--- src/rtl/picorv_hpdc_pkg.sv ---
// Shared types and constants for the picorv32 <-> HPDcache requester-0 adapter.
// Cache request/response types mirror the fields of hpdcache_typedef.svh used by the adapter.
package picorv_hpdc_pkg;

  localparam int unsigned TID_WIDTH        = 4;
  localparam int unsigned TAG_WIDTH        = 20;
  localparam int unsigned REQ_OFFSET_WIDTH = 12;

  localparam logic [31:0] PHYS_MEM_LIMIT_DEF = 32'h0002_0000;
  localparam logic [31:0] TIMEOUT_DATA       = 32'hDEAD_BEEF;

  typedef enum logic [1:0] {
    IDLE = 2'd0,
    REQ  = 2'd1,
    RESP = 2'd2,
    ACK  = 2'd3
  } adapter_state_e;

  typedef enum logic [3:0] {
    HPDCACHE_REQ_LOAD  = 4'h0,
    HPDCACHE_REQ_STORE = 4'h1
  } hpdcache_req_op_t;

  typedef enum logic [2:0] {
    HPDCACHE_WR_POLICY_AUTO = 3'b001,
    HPDCACHE_WR_POLICY_WB   = 3'b010,
    HPDCACHE_WR_POLICY_WT   = 3'b100
  } hpdcache_wr_policy_hint_t;

  typedef logic [TAG_WIDTH-1:0] hpdcache_tag_t;

  typedef struct packed {
    logic                     uncacheable;
    logic                     io;
    hpdcache_wr_policy_hint_t wr_policy_hint;
  } hpdcache_pma_t;

  typedef struct packed {
    logic [REQ_OFFSET_WIDTH-1:0] addr_offset;
    logic [31:0]                 wdata;
    hpdcache_req_op_t            op;
    logic [3:0]                  be;
    logic [2:0]                  size;
    logic [2:0]                  sid;
    logic [TID_WIDTH-1:0]        tid;
    logic                        need_rsp;
    logic                        phys_indexed;
    hpdcache_tag_t               addr_tag;
    hpdcache_pma_t               pma;
  } hpdcache_req_t;

  typedef struct packed {
    logic [31:0]          rdata;
    logic [TID_WIDTH-1:0] tid;
    logic                 error;
  } hpdcache_rsp_t;

  function automatic hpdcache_req_op_t op_from_wstrb(input logic [3:0] wstrb);
    if (|wstrb) begin
      return HPDCACHE_REQ_STORE;
    end else begin
      return HPDCACHE_REQ_LOAD;
    end
  endfunction

endpackage

--- src/rtl/picorv_hpdc_adapter_if.sv ---
// Requester-0 port of hpdcache_wrapper: request handshake, physical tag and response.
interface picorv_hpdc_adapter_if;
  import picorv_hpdc_pkg::*;

  logic          core_req_valid;
  logic          core_req_ready;
  hpdcache_req_t core_req;
  logic          core_req_abort;
  hpdcache_tag_t core_req_tag;
  logic          core_rsp_valid;
  hpdcache_rsp_t core_rsp;

  modport master (
    output core_req_valid, core_req, core_req_abort, core_req_tag,
    input  core_req_ready, core_rsp_valid, core_rsp
  );

  modport slave (
    input  core_req_valid, core_req, core_req_abort, core_req_tag,
    output core_req_ready, core_rsp_valid, core_rsp
  );
endinterface

--- src/rtl/picorv_hpdc_adapter.sv ---
// Bridges the picorv32 native memory port onto HPDcache requester 0 (IDLE->REQ->RESP->ACK).
// Optional RESP watchdog enabled by defining PICORV_HPDC_TIMEOUT_EN.
module picorv_hpdc_adapter
  import picorv_hpdc_pkg::*;
#(
  parameter logic [31:0] PhysMemLimit  = PHYS_MEM_LIMIT_DEF,
`ifdef PICORV_HPDC_TIMEOUT_EN
  parameter int unsigned TimeoutCycles = 1024,
`endif
  parameter int unsigned TidWidth      = TID_WIDTH
) (
  input  logic                         clk_i,
  input  logic                         rst_ni,
  input  logic                         mem_valid_i,
  input  logic [31:0]                  mem_addr_i,
  input  logic [31:0]                  mem_wdata_i,
  input  logic [3:0]                   mem_wstrb_i,
  output logic                         mem_ready_o,
  output logic [31:0]                  mem_rdata_o,
  picorv_hpdc_adapter_if.master        hpdc,
  output logic                         err_o
);

  adapter_state_e      r_state;
  adapter_state_e      w_state_nxt;
  logic [31:0]         r_addr;
  logic [31:0]         r_wdata;
  logic [3:0]          r_wstrb;
  logic [TidWidth-1:0] r_tid;
  logic [31:0]         r_rdata;
  logic                r_err;
  logic                r_req_valid;
  logic                r_mem_ready;
  logic                w_rsp_hit;
  logic                w_timeout;
  hpdcache_req_t       w_req;

  assign w_rsp_hit = (r_state == RESP) && hpdc.core_rsp_valid &&
                     (TidWidth'(hpdc.core_rsp.tid) == r_tid);

`ifdef PICORV_HPDC_TIMEOUT_EN
  localparam int unsigned TmoW = $clog2(TimeoutCycles);
  logic [TmoW-1:0] r_tmo_cnt;

  // Watchdog: cleared while the request is outstanding, counts RESP cycles.
  always_ff @(posedge clk_i or negedge rst_ni) begin
    if (!rst_ni) begin
      r_tmo_cnt <= '0;
    end else if (r_state == REQ) begin
      r_tmo_cnt <= '0;
    end else if (r_state == RESP) begin
      r_tmo_cnt <= r_tmo_cnt + {{(TmoW-1){1'b0}}, 1'b1};
    end
  end

  assign w_timeout = (r_state == RESP) && (r_tmo_cnt == TmoW'(TimeoutCycles - 1));
`else
  assign w_timeout = 1'b0;
`endif

  // Next-state decode.
  always_comb begin
    w_state_nxt = r_state;
    case (r_state)
      IDLE: begin
        if (mem_valid_i) w_state_nxt = REQ;
        else             w_state_nxt = IDLE;
      end
      REQ: begin
        if (hpdc.core_req_ready) w_state_nxt = RESP;
        else                     w_state_nxt = REQ;
      end
      RESP: begin
        if (w_rsp_hit || w_timeout) w_state_nxt = ACK;
        else                        w_state_nxt = RESP;
      end
      ACK:     w_state_nxt = IDLE;
      default: w_state_nxt = IDLE;
    endcase
  end

  // State, latched CPU access, response data, sticky error and rolling tid.
  always_ff @(posedge clk_i or negedge rst_ni) begin
    if (!rst_ni) begin
      r_state     <= IDLE;
      r_addr      <= 32'h0000_0000;
      r_wdata     <= 32'h0000_0000;
      r_wstrb     <= 4'b0000;
      r_tid       <= '0;
      r_rdata     <= 32'h0000_0000;
      r_err       <= 1'b0;
      r_req_valid <= 1'b0;
      r_mem_ready <= 1'b0;
    end else begin
      r_state     <= w_state_nxt;
      r_req_valid <= (w_state_nxt == REQ);
      r_mem_ready <= (w_state_nxt == ACK);
      if ((r_state == IDLE) && mem_valid_i) begin
        r_addr  <= mem_addr_i;
        r_wdata <= mem_wdata_i;
        r_wstrb <= mem_wstrb_i;
      end
      // A matching response wins over a watchdog expiry in the same cycle.
      if (w_rsp_hit) begin
        if (hpdc.core_rsp.error) begin
          r_rdata <= 32'h0000_0000;
          r_err   <= 1'b1;
        end else if (r_wstrb == 4'b0000) begin
          r_rdata <= hpdc.core_rsp.rdata;
        end
      end else if (w_timeout) begin
        r_rdata <= TIMEOUT_DATA;
        r_err   <= 1'b1;
      end
      if (r_state == ACK) begin
        r_tid <= r_tid + {{(TidWidth-1){1'b0}}, 1'b1};
      end
    end
  end

  // Request payload built purely from latched registers, so it cannot move mid-handshake.
  always_comb begin
    w_req                    = '0;
    w_req.addr_offset        = r_addr[REQ_OFFSET_WIDTH-1:0];
    w_req.wdata              = r_wdata;
    w_req.op                 = op_from_wstrb(r_wstrb);
    w_req.be                 = r_wstrb;
    w_req.size               = 3'd2;
    w_req.sid                = 3'd0;
    w_req.tid                = TID_WIDTH'(r_tid);
    w_req.need_rsp           = 1'b1;
    w_req.phys_indexed       = 1'b1;
    w_req.addr_tag           = r_addr[31 -: TAG_WIDTH];
    w_req.pma.uncacheable    = (r_addr >= PhysMemLimit);
    w_req.pma.io             = (r_addr >= PhysMemLimit);
    w_req.pma.wr_policy_hint = HPDCACHE_WR_POLICY_WB;
  end

  assign hpdc.core_req_valid = r_req_valid;
  assign hpdc.core_req       = r_req_valid ? w_req : '0;
  assign hpdc.core_req_tag   = r_req_valid ? r_addr[31 -: TAG_WIDTH] : '0;
  assign hpdc.core_req_abort = 1'b0;
  assign mem_ready_o         = r_mem_ready;
  assign mem_rdata_o         = r_rdata;
  assign err_o               = r_err;

endmodule

--- src/flat_wrapper.sv ---
// flat-port wrapper written by rule: the top's interface ports become plain ports
module picorv_hpdc_adapter_flat import picorv_hpdc_pkg::*;
#(
  parameter logic [31:0] PhysMemLimit  = PHYS_MEM_LIMIT_DEF,

  parameter int unsigned TidWidth      = TID_WIDTH
)
  (clk_i, rst_ni, mem_valid_i, mem_addr_i, mem_wdata_i, mem_wstrb_i, mem_ready_o, mem_rdata_o, err_o, hpdc_core_req_valid, hpdc_core_req, hpdc_core_req_abort, hpdc_core_req_tag, hpdc_core_req_ready, hpdc_core_rsp_valid, hpdc_core_rsp);
  picorv_hpdc_adapter_if hpdc_i ();
  input  logic clk_i;
  input  logic rst_ni;
  input  logic mem_valid_i;
  input  logic [31:0] mem_addr_i;
  input  logic [31:0] mem_wdata_i;
  input  logic [3:0] mem_wstrb_i;
  output logic mem_ready_o;
  output logic [31:0] mem_rdata_o;
  output logic err_o;
  output wire logic [$bits(hpdc_i.core_req_valid)-1:0] hpdc_core_req_valid;
  output wire logic [$bits(hpdc_i.core_req)-1:0] hpdc_core_req;
  output wire logic [$bits(hpdc_i.core_req_abort)-1:0] hpdc_core_req_abort;
  output wire logic [$bits(hpdc_i.core_req_tag)-1:0] hpdc_core_req_tag;
  input wire logic [$bits(hpdc_i.core_req_ready)-1:0] hpdc_core_req_ready;
  input wire logic [$bits(hpdc_i.core_rsp_valid)-1:0] hpdc_core_rsp_valid;
  input wire logic [$bits(hpdc_i.core_rsp)-1:0] hpdc_core_rsp;
  assign hpdc_core_req_valid = hpdc_i.core_req_valid;
  assign hpdc_core_req = hpdc_i.core_req;
  assign hpdc_core_req_abort = hpdc_i.core_req_abort;
  assign hpdc_core_req_tag = hpdc_i.core_req_tag;
  assign hpdc_i.core_req_ready = hpdc_core_req_ready;
  assign hpdc_i.core_rsp_valid = hpdc_core_rsp_valid;
  assign hpdc_i.core_rsp = hpdc_core_rsp;
  picorv_hpdc_adapter #(.PhysMemLimit(PhysMemLimit), .TidWidth(TidWidth)) u_core (.clk_i(clk_i), .rst_ni(rst_ni), .mem_valid_i(mem_valid_i), .mem_addr_i(mem_addr_i), .mem_wdata_i(mem_wdata_i), .mem_wstrb_i(mem_wstrb_i), .mem_ready_o(mem_ready_o), .mem_rdata_o(mem_rdata_o), .hpdc(hpdc_i), .err_o(err_o));
endmodule
--- config.mk ---
export PLATFORM = sky130hd
export DESIGN_NAME = picorv_hpdc_adapter_flat
export DESIGN_NICKNAME = d
export VERILOG_FILES = /design/src/rtl/picorv_hpdc_pkg.sv /design/src/rtl/picorv_hpdc_adapter_if.sv /design/src/rtl/picorv_hpdc_adapter.sv /design/src/flat_wrapper.sv
export SDC_FILE = /design/constraint.sdc
export NUM_CORES = 1
export LEC_CHECK = 0
export ABC_CLOCK_PERIOD_IN_PS = 2850
export CELL_PAD_IN_SITES_DETAIL_PLACEMENT = 1
export CELL_PAD_IN_SITES_GLOBAL_PLACEMENT = 1
export CORE_MARGIN = 8
export CORE_UTILIZATION = 30
export CTS_BUF_LIST = sky130_fd_sc_hd__clkbuf_4
export CTS_CLUSTER_DIAMETER = 120
export CTS_CLUSTER_SIZE = 24
export DETAILED_ROUTE_END_ITERATION = 10
export GPL_ROUTABILITY_DRIVEN = 0
export HOLD_SLACK_MARGIN = 0.08
export PLACE_DENSITY = 0.77
export SYNTH_ARGS = -nofsm -noshare
export SYNTH_HDL_FRONTEND = slang
export SYNTH_SLANG_ARGS = --single-unit
--- constraint.sdc ---
create_clock -name clk_i -period 2.85 [get_ports clk_i]
set_input_delay 0.57 -clock clk_i [delete_from_list [all_inputs] [get_ports clk_i]]
set_output_delay 0.57 -clock clk_i [all_outputs]
set_load 0.02 [all_outputs]
==> results.md <==
- Status: finished, final reports clean
- Io pins: 255
- Core area: 15900 um^2
- Slew Limit Fails: 0
- Slowest-stage cell, CP: clkdlybuf4s50_1
- Gr usage total: 15.6%
- Max FO, Critical Path: 3
- RSZ-0062 raised after global routing: no
- Rel. slew slack: 17.1%
- ANT cells: 0
- Peak supply drop: 0.000456 V
- Later-pin clock latency in the skew report: 0.48 ns
- Vias per inst: 4.51
- CTS H-tree depth: 3
- Final setup viols: 0
- Nets@finish: 704
- Min Tclk post-route: 2.63 ns
- Seq cells post-synth: 109
- Initial Utilization: 30.7%
- Die W: 144 um
- Clock root buffer: clkbuf_4
- Total Wirelength: 16.3 mm
- Slowest cell delay on critical path: 0.59 ns
- Post-place setup slack: -0.0847 ns
- Req. time, crit path: 2.28 ns
- IO buf count: 243
- CP Cell Sequence: nor4_1 > a41oi_1 > clkdlybuf4s50_1
- Register Area: 2730 um^2
- FILL cells: 1700
- Grt ovf: 0
- Setup TNS: 0 ns
- Core occupancy in the finished layout: 46.9%
- Syn Inst Count: 378
- Maximum clock frequency: 380 MHz
- WL met1: 5.81 mm
- Share of layout cells above drive strength 1: 16.7%
- Arrival time of the worst setup path: 2.06 ns
- Via count: 3670
- TritonCTS clock tree: built
- Commonest non-fill, non-tap cell in the layout: clkdlybuf4s50_1
- Area of the multi-input gates: 1800 um^2
- Dpl hpwl: 12.8 mm
- # Post-CTS Setup Buffers: 0
- Area Growth Syn to Fin: 52.8%
- Max Root-Sink Buffers: 2
- Worst setup path class: reg2out
- Final instance area: 7480 um^2
- Die Footprint: 20700 um^2
- Vias in the first global route: 4274
- Syn_area_per_cell: 13.0 um^2
- Setup crit end kind: output port
- Warnings from Yosys: 0
- Setup Skew: 0.0214 ns
- Drt first-iter violations: 85
- Clk sink count: 109
- Hold Crit Class: in2async
- LEAKAGE: 3.10 nW
- Met3 wire length: 1.36 mm
- DRT antenna net count: 0
- Fin crit share: 92.3%
- Pin count of the biggest net entering global routing: 60
- Hold_buf cts: 0
- Clk pin slew, worst setup/hold paths: 0.17 ns
- Met2 routed WL: 8.89 mm
- Final hold viol count: 0
- Die H: 144 um
- Startpoint Class: flop
- Number of library cell types mapped by synthesis: 29
- FP Rows: 46
- Wire per inst: 20.0 um
- Num CTS Buffers: 9
- Highest Signal Layer: met4
- Seq/Total Area, Yosys: 55.7%
- Placed cell areas: 7330 um^2
- PostCTS Resize Cnt: 0
- Post-route DRC violation count: 0
- PwrDens: 951 nW/um^2
- Final total power: 0.00712 W
- Max-cap violations: 0
- Slew @ Worst Pin: 1.24 ns
- Drt pass-1 iters: 4
- Final worst slack: 0.219 ns
- Initial antenna violation count: 0
- Commonest non-fill, non-tap cells in the layout: 242 x clkdlybuf4s50_1, 108 x dfrtp_1, 72 x and2_1
- First-pass GRT wire length: 24.5 mm
- Mapped cell area: 4900 um^2
[state kept, by name, summed over array words and instances, names as in the netlist]
register and cells:
u_core.err_o 1, u_core.r_addr 32, u_core.r_tid 4, u_core.r_wdata 32, u_core.r_wstrb 4, u_core.mem_rdata_o 32, u_core.r_state 2, u_core.hpdc.core_req_valid 1
u_core.mem_ready_o 1
[area by class of cell]
class	count	share of cell area (%)
Clock buffer	9	0.903
Clock inverter	7	1.10
Inverter	1	0.0502
Multi-Input combinational cell	218	24.1
Sequential cell	109	36.5
Tap cell	216	3.61
Timing Repair Buffer	254	33.8
[cells in the mapped netlist]
master | number | area, um^2
dfrtp_1 | 109 | 2730
and2_1 | 72 | 450
mux2_2 | 69 | 777
buf_4 | 38 | 285
a22o_1 | 32 | 280
clkbuf_1 | 10 | 37.5
buf_2 | 8 | 40.0
nor4_1 | 5 | 31.3
buf_6 | 4 | 45.0
xnor2_1 | 4 | 35.0
nand2_1 | 3 | 11.3
nor2_1 | 3 | 11.3
xor2_1 | 3 | 26.3
a21o_1 | 2 | 15.0
nand3_1 | 2 | 10.0
a41oi_1 | 1 | 8.76
and3b_1 | 1 | 8.76
and4b_1 | 1 | 10.0
conb_1 | 1 | 3.75
ha_1 | 1 | 12.5
inv_1 | 1 | 3.75
mux2i_1 | 1 | 10.0
nand3b_1 | 1 | 7.51
nor3_1 | 1 | 5.00
nor3b_1 | 1 | 7.51
nor3b_2 | 1 | 12.5
nor4bb_1 | 1 | 10.0
o211ai_1 | 1 | 7.51
or2_2 | 1 | 6.26
[worst paths after layout]
check,start,to,slack [ns],depth (start not counted)
setup / recovery,u_core.r_addr[28],hpdc_core_req[4],0.22,3
hold / removal,rst_ni,u_core.r_wdata[28],0.14,1
setup reg to reg,u_core.r_tid[0],u_core.mem_rdata_o[19],0.48,4
hold reg to reg,u_core.err_o,u_core.err_o,0.48,1
max in group asynchronous,rst_ni,u_core.r_wdata[4],1.85,2
min in group clk_i,u_core.err_o,u_core.err_o,0.48,1
[worst max-delay path, delay by kind of cell (launching register included)]
kind	cells	cell delay, ns
simple gates	1	0.38
flops	1	0.42
buf+inv	1	0.59
compound gates	1	0.21
[per-layer routing]
| metal | track usage (%) | vias up |
|---|---|---|
| li1 | - | 1673 |
| met1 | 15.6 | 1852 |
| met2 | 29.7 | 132 |
| met3 | 6.07 | 13 |
| met4 | 3.32 | 0 |
| met5 | 0 | - |
[report_power, final]
part | switching [W] | internal [W] | total, W
sequential | 0.000376 | 0.00212 | 0.00249
combinational | 0.00180 | 0.00198 | 0.00378
clock | 0.000556 | 0.000281 | 0.000837
total | 0.00273 | 0.00438 | 0.00712
[per-stage QoR]
step / hold slack [ns] / std cells
global placement: 0.458 / 798
detailed placement: 0.452 / 798
CTS: 0.123 / 814
global route: 0.119 / 814
finish: 0.136 / 814
floorplan: 0.274 / 388
[logic make-up (layout without fill, tap and decap cells)]
family          Yosys count  count (layout)  share of synthesized area [%]
xor+xnor                  7               7                           1.25
flops                   109             109                           55.7
other cells               1              11                         0.0766
fa+ha+maj                 1               1                          0.255
mux                      70              70                           16.1
simple gates             93              93                           11.9
compound gates           36              36                           6.36
buf+inv                  61             271                           8.41
(Power assumes the default switching activity.)
==> patch (same flow settings) <==
Encoding of `adapter_state_e`: now one-hot (4 bits for 4 states).
--- a/src/rtl/picorv_hpdc_pkg.sv
+++ b/src/rtl/picorv_hpdc_pkg.sv
@@ -9,11 +9,11 @@
   localparam logic [31:0] PHYS_MEM_LIMIT_DEF = 32'h0002_0000;
   localparam logic [31:0] TIMEOUT_DATA       = 32'hDEAD_BEEF;
 
-  typedef enum logic [1:0] {
-    IDLE = 2'd0,
-    REQ  = 2'd1,
-    RESP = 2'd2,
-    ACK  = 2'd3
+  typedef enum logic [3:0] {
+    IDLE = 4'b0001,
+    REQ  = 4'b0010,
+    RESP = 4'b0100,
+    ACK  = 4'b1000
   } adapter_state_e;
 
   typedef enum logic [3:0] {
Check against the original RTL: same outputs for any inputs over 4 cycles, from zero or initial values and one cycle with rst_ni low; so few cycles prove little.
==> patch against the unedited design <==
Critical endpoint is now hpdc_core_req[45]; clock skew up 0.0014 ns; sequential cell count up 2; design area up 2.0%; total power down 5.5%; global-route usage down 0.23 points; largest cell class unchanged; non-clock buffer count down 2; synthesized area up 1.9%; largest power group unchanged; wire length down 2.7%; clock power about the same; setup slack worse by 0.052 ns.
==> patch: results (changes against the unedited design) <==
| Metric | Value |
|---|---|
| Status | `finished clean (unchanged)` |
| Post-synthesis async set-or-reset flop share | `100% (unchanged)` |
| Synth top area cells | `dfrtp_1 55%, mux2_2 16%, and2_1 9.0%, a22o_1 5.6%, buf_4 5.4% (was dfrtp_1 56%, mux2_2 16%, and2_1 9.2%, buf_4 5.8%, a22o_1 5.7%)` |
| Seq/Total Area, Yosys | `55.7% (about the same)` |
| Crit path DAT | `2.11 ns (was 2.06 ns)` |
| Filler cells | `1715 (was 1700)` |
| Cell leakage power | `3.16 nW (was 3.10 nW)` |
| Commonest cells post-synth | `110 x dfrtp_1, 72 x and2_1, 69 x mux2_2 (was 109 x dfrtp_1, 72 x and2_1, 69 x mux2_2)` |
| Clk root buf | `clkbuf_4 (unchanged)` |
| Netlist cell types | `32 (was 29)` |
| Placed Area | `0.00747 mm^2 (was 0.00733 mm^2)` |
| Hold WC Path Type | `flip-flop to flip-flop (was input port to async pin)` |
| Drt first-iter violations | `78 (was 85)` |
| Clock-pin transition on the worst setup and hold timing paths | `0.18 ns` |
| Synth Area in Adders | `0.251% (was 0.255%)` |
| Initial antenna violation count | `1 (was 0)` |
| Via density | `4.50 (was 4.51)` |
| Slew @ Worst Pin | `0.684 ns (was 1.24 ns)` |
| GRT Overall Usage | `15.4% (was 15.6%)` |
| Share of cells above drive strength 1 | `16.3% (was 16.7%)` |
| Post-CTS setup buffers | `0 (unchanged)` |
| Mux cell area share after synthesis | `15.6% (was 16.1%)` |
| Worst hold margin | `0.483 ns (was 0.136 ns)` |
| Maximum fanout along the worst path | `21 (was 3)` |
| Max clock buf depth | `2 (unchanged)` |
| Compound-Gate Fraction of Synth Area | `6.85% (was 6.36%)` |
| Leading cell type in the layout, fill and taps excluded | `clkdlybuf4s50_1 (unchanged)` |
| Detail Placement HPWL | `12500 um (was 12800 um)` |
| VDD IR-drop max | `367 uV (was 456 uV)` |
| Vias in the first global route | `4483 (was 4274)` |
| DRT Wirelength | `15800 um (was 16300 um)` |
| Ys flop type | `dfrtp_1 (unchanged)` |
| Worst Skew | `0.0228 ns (was 0.0214 ns)` |
| First-pass GRT wire length | `25600 um (was 24500 um)` |
| Clk_lat worst skew | `0.48 ns (about the same)` |
| Nets | `715 (was 704)` |
| R2r setup slk | `0.66 ns (was 0.48 ns)` |
| Largest net degree at the start of global routing | `51 (was 60)` |
| Number of detailed-route iterations in the first pass | `3 (was 4)` |
| Post-Synth XOR/XNOR Area | `1.23% (was 1.25%)` |
patch: stage by stage:
| stage | cells | setup slack [ns] |
|---|---|---|
| after floorplan | 400 | 0.751 |
| after global placement | 812 | 0.335 |
| after detailed placement | 812 | 0.249 |
| after CTS | 829 | 0.0346 |
| after global routing | 831 | 0.0145 |
| final | 831 | 0.167 |
patch: worst paths after layout:
check,cells past startpoint,endpoint,startpoint
setup / recovery,3,hpdc_core_req[45],u_core.hpdc.core_req_valid
hold / removal,1,u_core.err_o,u_core.err_o
setup reg to reg,5,u_core.mem_rdata_o[12],u_core.r_state[1]
hold reg to reg,1,u_core.err_o,u_core.err_o
max in group asynchronous,3,u_core.r_wdata[29],rst_ni
min in group asynchronous,2,u_core.mem_rdata_o[15],rst_ni
patch: worst max-delay path: stages (launching register included):
cell	delay, ns
dfrtp_4	0.58
buf_4	0.24
and2_1	0.19
clkdlybuf4s50_1	0.63
patch: final cells by class:
| class | count | area, um^2 | share of cell area [%] |
|---|---|---|---|
| antenna | 2 | 5.00 | 0.0656 |
| clock inverter | 7 | 78.8 | 1.03 |
| inverter | 3 | 11.3 | 0.147 |
| tap | 220 | 275 | 3.61 |
| clock buffer | 9 | 67.6 | 0.885 |
| sequential | 111 | 2780 | 36.4 |
| timing repair buffer | 252 | 2550 | 33.4 |
| multi-input combinational | 227 | 1860 | 24.4 |
patch: where the power goes:
group	internal (mW)	switching [mW]	leakage [nW]
registers	2.11	0.346	1.39
logic	1.82	1.61	1.69
clock network	0.277	0.559	0.0761
total	4.21	2.51	3.16
patch: cell families after synthesis:
group	Yosys count
flip-flops	111
AND/OR/NAND/NOR	98
multiplexers	69
buffers and inverters	62
AO/OA/AOI/OAI	41
XOR/XNOR	7
adder cells (fa/ha/maj)	1
other	1
patch: what timing repair did:
action,4_1_cts,5_1_grt
hold buffers,1,0
endpoints found under the hold margin,11,0
endpoints found under the setup margin,0,19
gates resized for setup,0,1
patch: layer usage:
layer  global-route usage [%]  up-vias  routed length [um]
met5                        0        -                   0
met4                     3.84        0                 167
met3                     6.84       13                1470
met2                     26.3      173                7810
met1                     17.1     1836                6360
li1                         -     1720                   -
